`src/rtl/bitsim_pkg.sv`:
```
// rtl/bitsim_pkg.sv - shared types and widths for the bit-serial datapath
// Purpose: mask/index widths, scheduler state enum and bitmask type.
// Ports: none (package).
package bitsim_pkg;
  localparam int MASK_W = 5;
  // Indices run 0..MASK_W-1, so $clog2(MASK_W) bits cover them (5 -> 3).
  localparam int IDX_W  = (MASK_W > 1) ? $clog2(MASK_W) : 1;

  typedef enum logic {IDLE = 1'b0, RUN = 1'b1} sched_state_e;
  typedef logic [MASK_W-1:0] bitmask_t;
endpackage

```
`src/rtl/msb_prio_enc.sv`:
```
// rtl/msb_prio_enc.sv - MSB-first priority encoder
// Purpose: report the position of the highest set bit, counted from the MSB.
// Ports:
//   vec  in   W   input vector
//   idx  out  IW  0 for bit W-1 ... W-1 for bit 0; 0 when vec is empty
//   val  out  1   vec has at least one set bit
module msb_prio_enc #(
  parameter int W  = 5,
  parameter int IW = 3
) (
  input  logic [W-1:0]  vec,
  output logic [IW-1:0] idx,
  output logic          val
);
  always_comb begin
    idx = '0;
    val = 1'b0;
    // Scan upward so the highest set bit is the last one written.
    for (int i = 0; i < W; i++) begin
      if (vec[i]) begin
        idx = IW'(W - 1 - i);
        val = 1'b1;
      end
    end
  end
endmodule

```
`src/rtl/bit_serial_scheduler.sv`:
```
// rtl/bit_serial_scheduler.sv - emits set-bit positions of an operand mask, MSB-first
// Purpose: accept a nonzero-bit mask, then stream one beat per set bit to the PE;
//          an all-zero mask produces a single zero beat.
// Ports:
//   clk, rst_n                 clock, async active-low reset
//   flush                      sync abort of the current operand
//   in_valid/in_ready/in_bitmask   upstream mask handshake
//   out_valid/out_ready        downstream beat handshake
//   out_idx/out_last/out_zero  beat payload
//   busy                       operand in flight
module bit_serial_scheduler
  import bitsim_pkg::*;
(
  input  logic             clk,
  input  logic             rst_n,
  input  logic             flush,
  input  logic             in_valid,
  output logic             in_ready,
  input  logic [MASK_W-1:0] in_bitmask,
  output logic             out_valid,
  input  logic             out_ready,
  output logic [IDX_W-1:0] out_idx,
  output logic             out_last,
  output logic             out_zero,
  output logic             busy
);
  sched_state_e state_q, state_d;
  bitmask_t     residual_q, residual_d;
  logic         zero_q, zero_d;

  logic [IDX_W-1:0] enc_idx;
  logic             enc_val;
  logic             run;
  logic             fire;
  logic             accept;
  bitmask_t         clr_mask;

  msb_prio_enc #(.W(MASK_W), .IW(IDX_W)) u_enc (
    .vec (residual_q),
    .idx (enc_idx),
    .val (enc_val)
  );

  assign run       = (state_q == RUN);
  assign busy      = run;
  assign out_valid = run;
  // IDLE drives a clean all-zero payload.
  assign out_idx   = run ? enc_idx : '0;
  // At most one bit left: r & (r-1) clears the lowest set bit.
  assign out_last  = run & ((residual_q & (residual_q - bitmask_t'(1))) == '0);
  assign out_zero  = run & zero_q;
  // Ready on the last fire too, so back-to-back operands have no bubble.
  assign in_ready  = !flush & (!run | (out_ready & out_last));

  assign fire     = out_valid & out_ready;
  assign accept   = in_valid & in_ready;
  assign clr_mask = bitmask_t'(1) << (MASK_W - 1 - int'(out_idx));

  always_comb begin
    state_d    = state_q;
    residual_d = residual_q;
    zero_d     = zero_q;
    if (fire) begin
      residual_d = residual_q & ~clr_mask;
      if (out_last) begin
        state_d = IDLE;
        zero_d  = 1'b0;
      end
    end
    if (accept) begin
      residual_d = in_bitmask;
      zero_d     = (in_bitmask == '0);
      state_d    = RUN;
    end
    if (flush) begin
      state_d    = IDLE;
      residual_d = '0;
      zero_d     = 1'b0;
    end
  end

  always_ff @(posedge clk or negedge rst_n) begin
    if (!rst_n) begin
      state_q    <= IDLE;
      residual_q <= '0;
      zero_q     <= 1'b0;
    end else begin
      state_q    <= state_d;
      residual_q <= residual_d;
      zero_q     <= zero_d;
    end
  end
endmodule
```
`config.mk`:
```
export PLATFORM = sky130hd
export DESIGN_NAME = bit_serial_scheduler
export DESIGN_NICKNAME = d
export VERILOG_FILES = /design/src/rtl/bitsim_pkg.sv /design/src/rtl/msb_prio_enc.sv /design/src/rtl/bit_serial_scheduler.sv
export SDC_FILE = /design/constraint.sdc
export NUM_CORES = 1
export LEC_CHECK = 0
export ABC_AREA = 1
export BUFFER_PORTS_ARGS = -buffer_cell sky130_fd_sc_hd__buf_2
export CAP_MARGIN = 30
export CORE_MARGIN = 2
export CORE_UTILIZATION = 25
export CTS_BUF_LIST = sky130_fd_sc_hd__clkbuf_4
export DETAILED_ROUTE_END_ITERATION = 10
export GPL_ROUTABILITY_DRIVEN = 1
export SLEW_MARGIN = 20
export SYNTH_ARGS = -nofsm -noshare
export SYNTH_HDL_FRONTEND = slang
export SYNTH_SLANG_ARGS = --single-unit
```
`constraint.sdc`:
```
create_clock -name clk -period 2.1 [get_ports clk]
set_clock_uncertainty 0.15 [all_clocks]
set_input_delay 0.105 -clock clk [delete_from_list [all_inputs] [get_ports clk]]
set_output_delay 0.105 -clock clk [all_outputs]
set_load 0.05 [all_outputs]
```
==> summary.txt <==
Setup path
  • Peak per-stage delay on the critical path: 0.45 ns
  • Origin of the critical flop-to-flop path: busy
  • Reg-to-Reg End: residual_q[0]
  • Bufs and invs on worst path: 1
  • Worst path top cell family by delay: simple AND/OR/NAND/NOR gates
  • Data required time at the worst endpoint: 1.85 ns
  • Series of cell instances along the critical path: nor2_1 > nor2_1 > nor2_2 > nand3_2 > a21oi_1 > buf_2
  • Register-to-register setup slack: 0.24 ns
  • Category of the worst setup path launch point: flip-flop
  • Arrival time of the worst setup path: 1.61 ns
  • WS Path Type: flip-flop to output pin
  • Number of cells traversed by the worst register-to-register path: 12
  • Nature of the critical path endpoint: output pin
  • Top cell by count, worst path: nor2_1
  • Master of the slowest instance on the critical path: dfrtp_1
  • Critical Path Fanout Max: 6

Place
  • Dpl ws: 0.2314 ns
  • Gpl congestion: 0.8151
  • Detailed Place HPWL: 1.286 mm
  • Count of input and output buffers: 17

Logic synthesis
  • Main combinational cell family by area after synthesis: simple AND/OR/NAND/NOR gates
  • Number of instances in the synthesized netlist: 101
  • Proportion of synthesized area in mux cells: 0%
  • Warning count from the yosys run: 0
  • Sequential fraction of the synthesis area: 27.89%
  • Top cells by area, synth: dfrtp_1 (28%), nand2_1 (26%), inv_1 (7.8%)
  • Fraction of synthesized cell area taken by the top area cell type: 27.89%
  • Compound-gate portion of the synthesized area: 10.96%
  • Number of different library cells in the post-synthesis netlist: 18
  • Area share of and/or/nand/nor cells after synthesis: 49.40%
  • Post-Synth XOR/XNOR Area: 0%
  • Post-Synth Adder-Cell Area: 1.992%
  • Summed instance area of the synthesized netlist: 628.1 um^2
  • Synthesized net count: 112
  • #FFs+latches synth: 7
  • Biggest area consumer among synthesized cells: dfrtp_1
  • Avg Inst Size Synth: 6.219 um^2

Final layout
  • Final cell utilization of the core: 33.69%
  • Fill cell count: 280
  • Number of nets in the layout: 134
  • Count of antenna diodes in the layout: 0
  • Synth-to-layout area growth: 30.48%
  • Share of layout cells above drive strength 1: 27.87%

GRT
  • Global-route wire length before repair: 2.297 mm
  • Vias in the first global route: 538
  • Pin count of the biggest net entering global routing: 10
  • Number of antenna violations at the first check in global routing: 0
  • Overflow left after global routing: 0
  • Total global-route track usage: 11.43%

Clock network
  • TritonCTS buffer count: 3
  • Post-CTS sizing: 0
  • H-tree lvl count: 1
  • Insertion delay to the later sink of the worst-skew pair: 0.25 ns
  • CTS sink cnt: 7
  • Clock root buffer master: clkbuf_4
  • Maximum buffer depth of the clock tree: 2
  • CTS clk-pin slew, worst paths: 0.05 ns
  • TritonCTS clock tree: done

Pwr
  • Pwr Density: 525.1 mW/mm^2
  • Power share of the clock group: 30.5%
  • Max VDD drop: 0.2326 mV
  • Switching share of power: 36.22%
  • Leakage Power: 0.4461 nW
  • Overall Power: 430.3 uW
  • Relative contribution of sequential cells to total power: 36.3%
  • Switching component of the power: 155.9 uW
  • Pint: 274.5 uW
  • Relative contribution of combinational cells to total power: 33.2%

Timing
  • Transition at the pin with the smallest max-transition slack: 0.3353 ns
  • Setup repair after global routing missed its margin: false
  • Worst slew slack as a fraction of its limit: 77.65%
  • Number of pins exceeding their max-slew limit in the final report: 0
  • Fin. Hold Viols: 0
  • Share of the clock period used by the worst path after layout: 88.94%
  • Max Freq: 535.4 MHz
  • Min Clock Period, post-route: 1.868 ns
  • Hold slack final: 0.009267 ns
  • Setup slack after layout: 0.2323 ns
  • Number of failing setup endpoints in the final timing report: 0

Worst hold path
  • Hold Path End: zero_q
  • Hold Crit Depth: 4
  • Worst Hold Class: input pin to flip-flop
  • Startpoint of the lowest-slack hold path: in_bitmask[4]

Status
  • Result of the run: complete, no violations

Die
  • X dimension of the die: 54.13 um
  • Num rows: 18
  • Effective utilization at floorplan: 25.82%
  • I/O pins: 18
  • Die Footprint: 0.002930 mm^2
  • Die H: 54.13 um
  • Area inside the core boundary: 0.002432 mm^2

Drt
  • Violation count after the first detailed-routing iteration: 8
  • First drt pass iteration count: 4
  • Via-to-Cell Ratio: 4.513
  • DR vias: 686
  • DRC viols: 0
  • Average detailed-routed wire length per instance: 10.09 um
  • DRT antenna net count: 0
  • Aggregate routed wire length: 1.534 mm

Job
  • Number of maximum-capacitance constraint violations: 0
cells in the mapped netlist, drive strengths merged:
library cell  count
a21oi             5
nand2            45
ha                1
nand4             7
nor3              1
nor2             12
o21ai             2
buf               2
dfrtp             7
nand3             3
a21boi            3
inv              13
layout by cell type (no fill, tap or decap), types with 2 or more instances in the layout:
master,netlist,routed
nor2_2,3,2
buf_2,1,17
o21ai_0,2,2
dfrtp_1,7,6
clkbuf_4,0,4
nor2_1,9,8
nor2_4,0,2
inv_1,13,11
nand2_1,44,43
inv_2,0,2
nand4_1,7,7
dlygate4sd3_1,0,2
a21oi_1,4,4
a21boi_0,3,2
worst max path at each step:
stage | cells past startpoint | from | endpoint | slack, ns
final | 6 | residual_q[1] | in_ready | 0.23
after global routing | 6 | residual_q[1] | in_ready | 0.12
after CTS | 6 | residual_q[1] | in_ready | 0.22
after detailed placement | 13 | busy | residual_q[2] | 0.23
after global placement | 14 | busy | residual_q[1] | 0.27
after floorplan | 12 | busy | residual_q[4] | -0.004
power groups by stage:
stage / sequential, mW / combinational, mW / clock, mW
floorplan: 0.159 / 0.103 / 0
global placement: 0.158 / 0.137 / 0
detailed placement: 0.158 / 0.141 / 0
CTS: 0.156 / 0.144 / 0.139
global route: 0.157 / 0.157 / 0.155
finish: 0.156 / 0.143 / 0.131
layout make-up:
class,instances,area (um^2),share of cell area (%)
clock buffer,4,30.03,3.664
inverter,13,48.80,5.954
multi-input combinational,79,419.2,51.15
sequential,7,178.9,21.83
tap,30,37.54,4.580
timing repair buffer,19,105.1,12.82
through the flow:
stage / TNS, ns / cell area [um^2] / cells
floorplan: -0.008713 / 659.4 / 101
global placement: 0 / 769.5 / 146
detailed placement: 0 / 769.5 / 146
CTS: 0 / 819.5 / 152
global route: 0 / 819.5 / 152
finish: 0 / 819.5 / 152
tightest hold or removal path, delay by kind of cell:
family	cells	cell delay (ns)
and+or+nand+nor	2	0.09
buffers and inverters	1	0.09
AOI/OAI and AO/OA	1	0.08
registers in the layout, indices dropped and copies added, names as in the netlist:
register	cells
residual_q	5
busy	1
zero_q	1
what timing repair did:
action | CTS | global route
endpoints found under the hold margin | 8 | 0
hold buffers | 2 | 0
setup buffers | 0 | 0
cell families (layout without fill, tap and decap cells):
group / Yosys count / count (layout)
AOI/OAI and AO/OA: 10 / 10
adders and majority gates: 1 / 1
buffers and inverters: 15 / 36
DFF: 7 / 7
and+or+nand+nor: 68 / 68
layer usage:
layer	share of wire, %	vias up	GRT usage, %	wire, um
met1	45	312	14.45	695
met2	51	10	16.67	780
met5	0	-	0	0
met3	2.9	2	2.500	44
met4	0.85	0	8.750	13
li1	-	362	-	-
No activity file was read; power rests on OpenSTA's default activity.
